==> src/rtl/consmax_lut_loader_if.sv <==
// Upstream LUT configuration stream for consmax_lut_loader.
// The configuration source drives the master side; the loader is the slave.
interface consmax_lut_loader_if #(
    parameter int LUT_DATA = 16
);
    logic [LUT_DATA-1:0] in_data;
    logic                in_valid;
    logic                in_ready;

    modport master (output in_data, output in_valid, input  in_ready);
    modport slave  (input  in_data, input  in_valid, output in_ready);
endinterface

==> src/rtl/consmax_lut_loader.sv <==
// consmax_lut_loader: sequences LUT words from a valid/ready configuration
// stream into the two INT-to-FP lookup tables of the ConSmax softmax block.
// One registered LUT write is issued per accepted word; busy holds off ConSmax
// data traffic while a load is in flight and done pulses once it completes.
//
// Optional feature macro: CONSMAX_LUT_CHECKSUM_EN
//   defined   -> a wrapping checksum of the loaded words is compared against a
//                trailer word taken after the data; a mismatch raises sticky err.
//   undefined -> no trailer is consumed and err is tied low.
module consmax_lut_loader #(
    parameter int LUT_ADDR = 4,
    parameter int LUT_DATA = 16
) (
    input  logic                clk,
    input  logic                rst,
    input  logic                start,
    input  logic [LUT_ADDR:0]   cfg_base,
    input  logic [LUT_ADDR+1:0] cfg_len,
    consmax_lut_loader_if.slave cfg_in,
    output logic [LUT_ADDR:0]   lut_waddr,
    output logic                lut_wen,
    output logic [LUT_DATA-1:0] lut_wdata,
    output logic                busy,
    output logic                done,
    output logic                err
);
    localparam int AW    = LUT_ADDR + 1;
    localparam int LEN_W = LUT_ADDR + 2;
    // Both LUTs together: the largest meaningful load length.
    localparam logic [LEN_W-1:0] LEN_MAX  = LEN_W'(2 ** AW);
    localparam logic [LEN_W-1:0] LEN_ONE  = LEN_W'(1);
    localparam logic [LEN_W-1:0] LEN_ZERO = {LEN_W{1'b0}};
    localparam logic [AW-1:0]    ADDR_ONE = AW'(1);

    typedef enum logic [1:0] {
        ST_IDLE  = 2'd0,
        ST_LOAD  = 2'd1,
        ST_CHECK = 2'd2,
        ST_FIN   = 2'd3
    } state_t;

    state_t              state_r;
    state_t              state_next_s;
    logic [AW-1:0]       addr_r;
    logic [LEN_W-1:0]    rem_r;
    logic [AW-1:0]       waddr_r;
    logic [LUT_DATA-1:0] wdata_r;
    logic                wen_r;
    logic                done_r;
    logic                in_ready_s;
    logic                beat_s;
    logic                busy_s;
    logic                done_set_s;
    logic [LEN_W-1:0]    len_clamp_s;

`ifdef CONSMAX_LUT_CHECKSUM_EN
    logic [LUT_DATA-1:0] sum_r;
    logic                err_r;
    // Set once the trailer is taken, so FIN knows done has already been issued.
    logic                trl_seen_r;

    // Wrapping LUT_DATA-bit checksum accumulate.
    function automatic logic [LUT_DATA-1:0] csum_add(
        input logic [LUT_DATA-1:0] acc,
        input logic [LUT_DATA-1:0] word
    );
        return acc + word;
    endfunction
`endif

    // Next-state, handshake readiness and busy/done decode from the current state.
    always_comb begin
        state_next_s = state_r;
        in_ready_s   = 1'b0;
        busy_s       = 1'b0;
        done_set_s   = 1'b0;
        if (cfg_len > LEN_MAX) begin
            len_clamp_s = LEN_MAX;
        end else begin
            len_clamp_s = cfg_len;
        end
        case (state_r)
            ST_IDLE: begin
                if (start) begin
                    if (len_clamp_s == LEN_ZERO) begin
                        state_next_s = ST_FIN;
                    end else begin
                        state_next_s = ST_LOAD;
                    end
                end else begin
                    state_next_s = ST_IDLE;
                end
            end
            ST_LOAD: begin
                in_ready_s = 1'b1;
                busy_s     = 1'b1;
                if (cfg_in.in_valid && (rem_r == LEN_ONE)) begin
`ifdef CONSMAX_LUT_CHECKSUM_EN
                    state_next_s = ST_CHECK;
`else
                    state_next_s = ST_FIN;
`endif
                end else begin
                    state_next_s = ST_LOAD;
                end
            end
            ST_CHECK: begin
`ifdef CONSMAX_LUT_CHECKSUM_EN
                in_ready_s = 1'b1;
                busy_s     = 1'b1;
                if (cfg_in.in_valid) begin
                    // done is raised right behind the trailer; FIN is then quiet.
                    state_next_s = ST_FIN;
                    done_set_s   = 1'b1;
                end else begin
                    state_next_s = ST_CHECK;
                end
`else
                state_next_s = ST_IDLE;
`endif
            end
            ST_FIN: begin
                state_next_s = ST_IDLE;
`ifdef CONSMAX_LUT_CHECKSUM_EN
                busy_s     = ~trl_seen_r;
                done_set_s = ~trl_seen_r;
`else
                // FIN carries the final write, so busy still covers it.
                busy_s     = 1'b1;
                done_set_s = 1'b1;
`endif
            end
            default: begin
                state_next_s = ST_IDLE;
            end
        endcase
    end

    assign beat_s = cfg_in.in_valid & in_ready_s;

    // FSM state register.
    always_ff @(posedge clk) begin
        if (rst) begin
            state_r <= ST_IDLE;
        end else begin
            state_r <= state_next_s;
        end
    end

    // Address/length counters and the registered LUT write port.
    always_ff @(posedge clk) begin
        if (rst) begin
            addr_r  <= {AW{1'b0}};
            rem_r   <= LEN_ZERO;
            waddr_r <= {AW{1'b0}};
            wdata_r <= {LUT_DATA{1'b0}};
            wen_r   <= 1'b0;
            done_r  <= 1'b0;
        end else begin
            wen_r  <= 1'b0;
            done_r <= done_set_s;
            if ((state_r == ST_IDLE) && start) begin
                addr_r <= cfg_base;
                rem_r  <= len_clamp_s;
            end else if ((state_r == ST_LOAD) && beat_s) begin
                wen_r   <= 1'b1;
                waddr_r <= addr_r;
                wdata_r <= cfg_in.in_data;
                // Natural wrap lets a load run from LUT1 back into LUT0.
                addr_r  <= addr_r + ADDR_ONE;
                rem_r   <= rem_r - LEN_ONE;
            end else begin
                addr_r <= addr_r;
                rem_r  <= rem_r;
            end
        end
    end

`ifdef CONSMAX_LUT_CHECKSUM_EN
    // Running checksum, trailer comparison and sticky error flag.
    always_ff @(posedge clk) begin
        if (rst) begin
            sum_r      <= {LUT_DATA{1'b0}};
            err_r      <= 1'b0;
            trl_seen_r <= 1'b0;
        end else if ((state_r == ST_IDLE) && start) begin
            sum_r      <= {LUT_DATA{1'b0}};
            err_r      <= 1'b0;
            trl_seen_r <= 1'b0;
        end else if ((state_r == ST_LOAD) && beat_s) begin
            sum_r <= csum_add(sum_r, cfg_in.in_data);
        end else if ((state_r == ST_CHECK) && beat_s) begin
            err_r      <= (cfg_in.in_data != sum_r);
            trl_seen_r <= 1'b1;
        end else begin
            sum_r      <= sum_r;
            err_r      <= err_r;
            trl_seen_r <= trl_seen_r;
        end
    end

    assign err = err_r;
`else
    assign err = 1'b0;
`endif

    assign cfg_in.in_ready = in_ready_s;
    assign lut_waddr       = waddr_r;
    assign lut_wdata       = wdata_r;
    assign lut_wen         = wen_r;
    assign busy            = busy_s;
    assign done            = done_r;
endmodule

==> src/flat_wrapper.sv <==
// flat-port wrapper written by rule: the top's interface ports become plain ports
module consmax_lut_loader_flat 
#(
    parameter int LUT_ADDR = 4,
    parameter int LUT_DATA = 16
)
  (clk, rst, start, cfg_base, cfg_len, lut_waddr, lut_wen, lut_wdata, busy, done, err, cfg_in_in_data, cfg_in_in_valid, cfg_in_in_ready);
  consmax_lut_loader_if #(.LUT_DATA(LUT_DATA)) cfg_in_i ();
  input  logic clk;
  input  logic rst;
  input  logic start;
  input  logic [LUT_ADDR:0] cfg_base;
  input  logic [LUT_ADDR+1:0] cfg_len;
  output logic [LUT_ADDR:0] lut_waddr;
  output logic lut_wen;
  output logic [LUT_DATA-1:0] lut_wdata;
  output logic busy;
  output logic done;
  output logic err;
  input wire logic [$bits(cfg_in_i.in_data)-1:0] cfg_in_in_data;
  input wire logic [$bits(cfg_in_i.in_valid)-1:0] cfg_in_in_valid;
  output wire logic [$bits(cfg_in_i.in_ready)-1:0] cfg_in_in_ready;
  assign cfg_in_i.in_data = cfg_in_in_data;
  assign cfg_in_i.in_valid = cfg_in_in_valid;
  assign cfg_in_in_ready = cfg_in_i.in_ready;
  consmax_lut_loader #(.LUT_ADDR(LUT_ADDR), .LUT_DATA(LUT_DATA)) u_core (.clk(clk), .rst(rst), .start(start), .cfg_base(cfg_base), .cfg_len(cfg_len), .cfg_in(cfg_in_i), .lut_waddr(lut_waddr), .lut_wen(lut_wen), .lut_wdata(lut_wdata), .busy(busy), .done(done), .err(err));
endmodule
==> config.mk <==
export PLATFORM = sky130hd
export DESIGN_NAME = consmax_lut_loader_flat
export DESIGN_NICKNAME = d
export VERILOG_FILES = /design/src/rtl/consmax_lut_loader_if.sv /design/src/rtl/consmax_lut_loader.sv /design/src/flat_wrapper.sv
export SDC_FILE = /design/constraint.sdc
export NUM_CORES = 1
export LEC_CHECK = 0
export ABC_AREA = 1
export CORE_UTILIZATION = 40
export CTS_CLUSTER_DIAMETER = 150
export DETAILED_ROUTE_END_ITERATION = 16
export PLACE_DENSITY = 0.72
export SETUP_SLACK_MARGIN = 0.1
export SLEW_MARGIN = 25
export SYNTH_ARGS = -nofsm -noshare
export SYNTH_HDL_FRONTEND = slang
export SYNTH_SLANG_ARGS = --single-unit
==> constraint.sdc <==
create_clock -name clk -period 2.45 [get_ports clk]
set_input_delay 0.3675 -clock clk [delete_from_list [all_inputs] [get_ports clk]]
set_output_delay 0.3675 -clock clk [all_outputs]
set_load 0.01 [all_outputs]
==> qor.yml, run 1 <==
outcome:
  status: "completed"
routing:
  final_antenna_net_count: 0
  route.vias.total: 1510
  wl_microns: 3590
  dr_wl_met3_microns: 221
  met2_length_microns: 1660
  wl_met1_microns: 1650
  maxUsedRoutingLayer: "met4"
  drt-initial-drc-count: 58
  drt-pass1-iter-count: 4
  routed_via_density: 4.76
  drc: 0
  wl_per_cell_microns: 11.3
clock_tree:
  postCtsSetupBuffers: 0
  cts_root_buffer: "clkbuf_8"
  numCtsBuffers: 5
  cts.clk_slew.worst_paths_ps: 70
  clockBufferDepth: 2
  cts_hold_buf: 0
  cts.sinks: 36
  clkLatencyLatePin_ps: 290
  ctsResizeCount: 0
  cts_tree: "done"
  cts.htree.levels: 2
sta:
  rsz0062_at_grt: "no"
  fin_crit_ps: 1760
  fin_worst_skew_ps: 9.45
  setup_tns_ps: 0
  slew_viol_final: 0
  setup-violations-final: 0
  clock.fmax_ghz: 0.570
  hold_violations: 0
  timing.hold.ws_ps: 465
  finalCritPeriodShare: 0.717
  fin_ws_ps: 694
cells_and_area:
  area_growth_pct: 40.3
  fin_util: 0.606
  drive_gt1_frac: 0.119
  diodes: 0
  n_fill_cell: 368
  ff_latch_area_sq_um: 721
  fin_nets: 302
  multi_input_area_sq_um: 781
logic_synthesis:
  async_flop_share: 0
  ys.flop_type: "dfxtp_1"
  synth_commonest_cells: "nand2_1, dfxtp_1, a21oi_1, inv_1, nor2_1"
  ys_seq_area_frac: 0.443
  yosysTopAreaCell: "dfxtp_1"
  synth_cells: 213
  yosys_warnings: 0
  synth_area_sq_mm: 0.00163
  synth_top_cell_area_share: 0.443
  synth_edf_count: 0
  syn-num-nets: 247
  synth_cell_types: 28
  synth.area.top_cells: "dfxtp_1, nand2_1, a21oi_1"
  avgSynthCellArea_sq_um: 7.64
  synth.most_common_cell: "nand2_1"
  synth_seq_cells: 36
power_and_ir_drop:
  power.leakage_uw: 0.000881
  swShare: 0.266
  pwr_density_cell_mw_per_mm2: 578
  seqPwrFrac: 0.489
  p_comb_frac: 0.184
  vdd_ir_drop_max_v: 0.000268
  p_clk_frac: 0.327
  p_switching_uw: 351
  p_total_uw: 1320
  intPower_uw: 969
floorplan:
  floorplan.die.height_microns: 65.8
  start_util: 0.432
  rows: 22
  ioPinCount: 57
  die_area_sq_mm: 0.00433
  fp.dieW_microns: 65.8
  core_area_sq_mm: 0.00377
flow_run:
  cap_violations: 0
global_routing:
  antenna_found_initial: 0
  grt_pass1_wl_microns: 6000
  grt_pass1_vias: 1360
  track_usage: 0.184
  grt_overflow_total: 0
  grt_max_degree: 29
worst_setup_path:
  critPathMaxFanout: 5
  cp.arrival_ps: 1390
  cp-end-kind: "output pin"
  start_kind: "flip-flop"
  cp.required_ps: 2080
  critical_path_class: "reg2out"
placement:
  portBuffers: 55
  hpwl_microns: 2590
  gp_congestion: 0.847
  dp_worst_setup_slack_ps: 582
min_path:
  hp-class: "reg2reg"
==> path summary, 6_finish.rpt <==
kind,start,to,slack (ps),depth (start not counted)
worst max-delay path,u_core.state_r[0],cfg_in_in_ready,690,3
worst min-delay path,u_core.lut_wdata[2],u_core.lut_wdata[2],460,2
worst max register to register,u_core.state_r[1],u_core.rem_r[3],1030,7
worst min register to register,u_core.lut_wdata[2],u_core.lut_wdata[2],460,2
==> cells in the final DEF, fill, tap and decap left out, types with 3 or more instances in the layout <==
cell / count
a21oi_1: 20
nand2_1: 64
clkdlybuf4s50_1: 55
o21ai_0: 6
dfxtp_1: 36
nand2_2: 10
inv_1: 13
nand4_1: 3
xor2_1: 4
nor2_1: 11
nor3_1: 3
clkbuf_8: 6
a21oi_2: 8
ha_1: 3
nand3_1: 10
==> critical path, stage by stage (launching register included) <==
cell	delay [ps]
dfxtp_1	430
nand2_1	100
inv_1	50
clkdlybuf4s50_1	520
==> logic make-up (layout without fill, tap and decap cells) <==
kind of cell | after synthesis | after routing | share of synthesized area
and+or+nand+nor | 106 | 106 | 0.292
buffers and inverters | 25 | 81 | 0.0776
other | 1 | 1 | 0.00230
AOI/OAI and AO/OA | 37 | 37 | 0.135
xor gates and xnor gates | 5 | 5 | 0.0269
DFF | 36 | 36 | 0.443
adders and majority gates | 3 | 3 | 0.0231
==> routing by layer <==
metal	up-vias	GRT usage
met5	-	0
li1	789	-
met2	43	0.302
met4	0	0.0815
met1	673	0.217
met3	5	0.0586
==> layout make-up <==
cell class | count | share of cell area
Timing Repair Buffer | 57 | 0.248
Clock inverter | 1 | 0.00329
Inverter | 16 | 0.0274
Sequential cell | 36 | 0.316
Clock buffer | 7 | 0.0378
Tap cell | 48 | 0.0263
Multi-Input combinational cell | 152 | 0.342
==> through the flow <==
| step | instances | area [sq um] |
|---|---|---|
| 2_1_floorplan | 213 | 1630 |
| 4_1_cts | 317 | 2280 |
| 6_report | 317 | 2280 |
| 3_5_place_dp | 309 | 2190 |
| 3_3_place_gp | 309 | 2190 |
| 5_1_grt | 317 | 2280 |
==> power groups by stage <==
stage / registers, uW / clock network (uW) / logic [uW]
global route: 648 / 475 / 271
global placement: 658 / 0 / 242
detailed placement: 657 / 0 / 245
floorplan: 660 / 0 / 134
finish: 645 / 432 / 243
CTS: 645 / 444 / 246
==> state kept, by name (all words and copies together), names as in the netlist <==
| register | count |
|---|---|
| u_core.rem_r | 6 |
| u_core.lut_wen | 1 |
| u_core.done | 1 |
| u_core.lut_waddr | 5 |
| u_core.state_r | 2 |
| u_core.lut_wdata | 16 |
| u_core.addr_r | 5 |
(Power assumes the default switching activity.)
==> run 2, diff against run 1 <==
Settings changed: PLACE_DENSITY 0.72 to 0.75.
Clock period 2.45 ns to 1.6 ns, I/O delays scaled along.
==> run 2 against run 1 <==
Sequential cell count did not move. Largest power group unchanged. Non-clock buffer count rose by 5. First-iteration DRC count fell by 10%. Sequential share of layout area fell by 0.57 points. Via count rose by 1.5%. Largest cell class unchanged. Global-route usage rose by 1.0 points. Utilization rose by 1.2 points. Clock skew fell by 5.9 ps. Final cell count rose by 1.6%. Worst setup slack got worse by 550 ps. Design area rose by 2.0%.
==> qor.yml, run 2 (synthesis gave the netlist of run 1 again) <==
routing:
  final_antenna_net_count: 0
  wl_per_cell_microns: 11.7
  wl_microns: 3770
  drt-initial-drc-count: 52
  drc: 0
  drt-pass1-iter-count: 4
  route.vias.total: 1533
  routed_via_density: 4.76
sta:
  rsz0062_at_grt: "no"
  fin_crit_ps: 1460
  finalCritPeriodShare: 0.913
  setup-violations-final: 0
  clock.fmax_ghz: 0.685
  timing.hold.ws_ps: 465
  slew_viol_final: 0
  fin_worst_skew_ps: 3.60
  hold_violations: 0
  setup_tns_ps: 0
floorplan:
  floorplan.die.height_microns: 65.8
  fp.dieW_microns: 65.8
  rows: 22
  core_area_sq_mm: 0.00377
  die_area_sq_mm: 0.00433
  ioPinCount: 57
  start_util: 0.432
power_and_ir_drop:
  vdd_ir_drop_max_v: 0.000416
  power.leakage_uw: 0.000912
  pwr_density_cell_mw_per_mm2: 873
  p_total_uw: 2030
cells_and_area:
  area_growth_pct: 43.1
  final_cells: 322
  drive_gt1_frac: 0.135
  final_cell_mix: "nand2_1, clkdlybuf4s50_1, dfxtp_1"
  final_common_cell: "nand2_1"
  fin_nets: 307
  n_fill_cell: 354
  multi_input_area_sq_um: 781
  ff_latch_area_sq_um: 722
  largest_reg_flops: 16
  diodes: 0
worst_setup_path:
  critPathMaxFanout: 5
  cp.arrival_ps: 1220
  cp-end-kind: "output pin"
  start_kind: "flip-flop"
  cpMaxStageDelayCell: "clkdlybuf4s50_1"
  crit_start: "u_core.state_r[0]"
  crit_path_end: "busy"
  crit_buf_inv: 1
  slowest_delay_ps: 550
  crit_chain: "clkdlybuf4s50_1"
  cpLargestDelayFamily: "buffers and inverters"
  r2r_end: "u_core.rem_r[4]"
  r2r_slack_ps: 380
  critical_path_class: "reg2out"
  cp.required_ps: 1360
  worst-path-stages: 1
  r2r-start: "u_core.rem_r[0]"
  rr_worst_depth: 6
flow_run:
  cap_violations: 0
global_routing:
  track_usage: 0.194
  antenna_found_initial: 0
  grt_pass1_wl_microns: 6150
  grt_overflow_total: 0
  grt_pass1_vias: 1365
  grt_max_degree: 18
placement:
  gp_congestion: 0.831
  placed_cells: 314
  portBuffers: 55
  hpwl_microns: 2780
min_path:
  min_path_cells: 2
  hp-class: "reg2reg"
clock_tree:
  cts.clk_slew.worst_paths_ps: 70
  cts.htree.levels: 2
  cts_root_buffer: "clkbuf_8"
  cts.sinks: 36
  cts_tree: "done"
  cts_hold_buf: 0
  clockBufferDepth: 2
  numCtsBuffers: 5
  clkLatencyLatePin_ps: 290
outcome:
  status: "completed"
==> run 2: cell type report <==
class	count	area share
Multi-Input combinational cell	152	0.335
Sequential cell	36	0.310
Timing Repair Buffer	62	0.264
Clock buffer	8	0.0387
Inverter	16	0.0269
Tap cell	48	0.0258
==> run 2: metrics by stage <==
step | area, sq um | util | setup WS [ps]
6_report | 2330 | 0.618 | 140
5_1_grt | 2330 | 0.618 | 102
4_1_cts | 2330 | 0.618 | 130
3_5_place_dp | 2240 | 0.594 | 73.8
3_3_place_gp | 2240 | 0.594 | 92.7
2_1_floorplan | 1630 | - | 498
==> run 2: per-layer routing <==
metal  share of wire  up-vias  routed length [microns]  global-route usage
li1                -      800                        -                   -
met1            0.45      671                     1690               0.245
met2            0.46       53                     1720               0.287
met3           0.066        9                      247              0.0569
met4           0.028        0                      106               0.120
met5               0        -                        0                   0
==> run 2: worst min path at each step <==
stage | startpoint | endpoint | slack (ps)
floorplan | cfg_in_in_data[11] | u_core.lut_wdata[11] | 380
global placement | u_core.lut_wdata[0] | u_core.lut_wdata[0] | 450
detailed placement | u_core.lut_wdata[10] | u_core.lut_wdata[10] | 450
CTS | u_core.lut_wdata[10] | u_core.lut_wdata[10] | 460
global route | u_core.lut_wdata[5] | u_core.lut_wdata[5] | 490
finish | u_core.lut_wdata[3] | u_core.lut_wdata[3] | 470
==> run 2: what timing repair did <==
| action | CTS | global route |
|---|---|---|
| endpoints found under the hold margin | 0 | 0 |
| endpoints found under the setup margin | 2 | 0 |
| setup buffers | 0 | 0 |
| gates resized for setup | 2 | 0 |
==> run 2: report_power, final <==
part	total, uW	leakage (uW)	internal, uW	switching, uW
sequential	989	0.000294	947	41.9
clock	656	0.0000455	351	305
combinational	389	0.000573	200	190
total	2030	0.000912	1500	536
==> run 3, diff against run 2 <==
Settings changed: GPL_TIMING_DRIVEN set to 0, RECOVER_POWER set to 25.
==> run 3 against run 2 <==
Via count rose by 0.52%. Maximum frequency rose by 3.8%. Register-to-register slack got worse by 170 ps.
==> qor.yml, run 3 (synthesis gave the netlist of run 1 again) <==
cells_and_area:
  drive_gt1_frac: 0.120
  final_common_cell: "nand2_1"
  final_cell_mix: "nand2_1, clkdlybuf4s50_1, dfxtp_1"
  largest_reg_flops: 16
  area_growth_pct: 41.3
  n_fill_cell: 368
  fin_nets: 309
  diodes: 0
  fin_util: 0.610
  final_cells: 324
routing:
  wl_per_cell_microns: 11.5
  final_antenna_net_count: 0
  routed_via_density: 4.76
  drt-initial-drc-count: 57
  met2_length_microns: 1740
  maxUsedRoutingLayer: "met4"
  dr_wl_met3_microns: 221
  wl_met1_microns: 1700
  wl_microns: 3720
  drt-pass1-iter-count: 4
  drc: 0
  route.vias.total: 1541
global_routing:
  track_usage: 0.191
  grt_pass1_wl_microns: 6260
  grt_overflow_total: 0
  grt_pass1_vias: 1469
  antenna_found_initial: 0
  grt_max_degree: 12
min_path:
  min_path_cells: 2
  holdPathEnd: "u_core.lut_wdata[1]"
  hp-class: "in2reg"
  min-delay-start: "rst"
clock_tree:
  cts_tree: "done"
  cts_root_buffer: "clkbuf_8"
  cts.clk_slew.worst_paths_ps: 70
  cts.htree.levels: 2
  clkLatencyLatePin_ps: 280
  cts.sinks: 36
  cts_hold_buf: 0
  clockBufferDepth: 2
  numCtsBuffers: 5
sta:
  fin_worst_skew_ps: 8.62
  clock.fmax_ghz: 0.711
  rsz0062_at_grt: "no"
  setup_tns_ps: 0
  slew_viol_final: 0
  fin_crit_ps: 1410
  setup-violations-final: 0
  finalCritPeriodShare: 0.879
  hold_violations: 0
power_and_ir_drop:
  power.leakage_uw: 0.000907
  p_clk_frac: 0.324
  vdd_ir_drop_max_v: 0.000445
  seqPwrFrac: 0.490
  swShare: 0.264
  intPower_uw: 1480
  p_switching_uw: 531
  pwr_density_cell_mw_per_mm2: 876
  p_comb_frac: 0.186
floorplan:
  start_util: 0.432
  floorplan.die.height_microns: 65.8
  rows: 22
  fp.dieW_microns: 65.8
  ioPinCount: 57
  die_area_sq_mm: 0.00433
  core_area_sq_mm: 0.00377
worst_setup_path:
  critPathMaxFanout: 2
  start_kind: "flip-flop"
  cpLargestDelayFamily: "buffers and inverters"
  cp.required_ps: 1360
  cp.arrival_ps: 1170
  cpMaxStageDelayCell: "clkdlybuf4s50_1"
  crit_chain: "clkdlybuf4s50_1"
  r2r_end: "u_core.rem_r[3]"
  r2r-start: "u_core.state_r[1]"
  r2r_slack_ps: 210
  crit_buf_inv: 1
  rr_worst_depth: 6
  critical_path_class: "reg2out"
  slowest_delay_ps: 560
  cp-end-kind: "output pin"
flow_run:
  cap_violations: 0
placement:
  gp_congestion: 0.829
  portBuffers: 54
  hpwl_microns: 2720
  placed_cells: 315
outcome:
  status: "completed"
[run 3: cell count changes in the layout (fill, tap and decap cells not counted), sizes merged]
cell	change
clkbuf	+3
clkdlybuf4s50	-2
buf	-1
clkinvlp	+1
dlygate4sd2	+1
[run 3: what timing repair did]
item | CTS | global route
hold endpoints to repair | 0 | 0
buffers inserted | 1 | 0
setup endpoints to repair | 2 | 0
gates resized for setup | 5 | 0
[run 3: worst max path at each step]
stage | start | to | slack, ps | cells past startpoint
final | u_core.lut_wdata[0] | lut_wdata[0] | 190 | 1
after global routing | u_core.state_r[1] | u_core.addr_r[2] | 80 | 8
after CTS | u_core.lut_wdata[12] | lut_wdata[12] | 180 | 1
after detailed placement | cfg_in_in_valid | u_core.rem_r[1] | 60 | 8
after global placement | cfg_in_in_valid | u_core.addr_r[2] | 90 | 8
after floorplan | u_core.rem_r[0] | u_core.rem_r[1] | 500 | 6
[run 3: per-layer routing]
metal	vias up	track usage
met4	0	0.0951
met3	5	0.0500
met1	693	0.231
li1	802	-
met2	41	0.311
met5	-	0
[run 3: power by group through the flow]
stage                     Clock [uW]  Combinational (uW)  Sequential [uW]
final                            654                 375              987
after global routing             723                 421              993
after CTS                        679                 389              986
after detailed placement           0                 389             1010
after global placement             0                 383             1010
after floorplan                    0                 206             1010
[run 3: area by class of cell]
| cell class | instances | area, sq um | area share |
|---|---|---|---|
| plain buffers | 9 | 47.5 | 0.0207 |
| clock buffers | 7 | 86.3 | 0.0375 |
| clock inverters | 1 | 7.51 | 0.00326 |
| inverters | 16 | 62.6 | 0.0272 |
| multi-input cells | 152 | 766 | 0.333 |
| flip-flops and latches | 36 | 724 | 0.315 |
| well taps | 48 | 60.1 | 0.0261 |
| repair buffers | 55 | 546 | 0.237 |
[run 3: through the flow]
stage	cell area, sq um	worst slack [ps]	total power [uW]	hold slack (ps)
global route	2300	75.7	2140	266
CTS	2330	178	2050	248
global placement	2230	93.0	1390	450
floorplan	1630	498	1220	376
finish	2300	193	2010	254
detailed placement	2230	57.4	1390	455
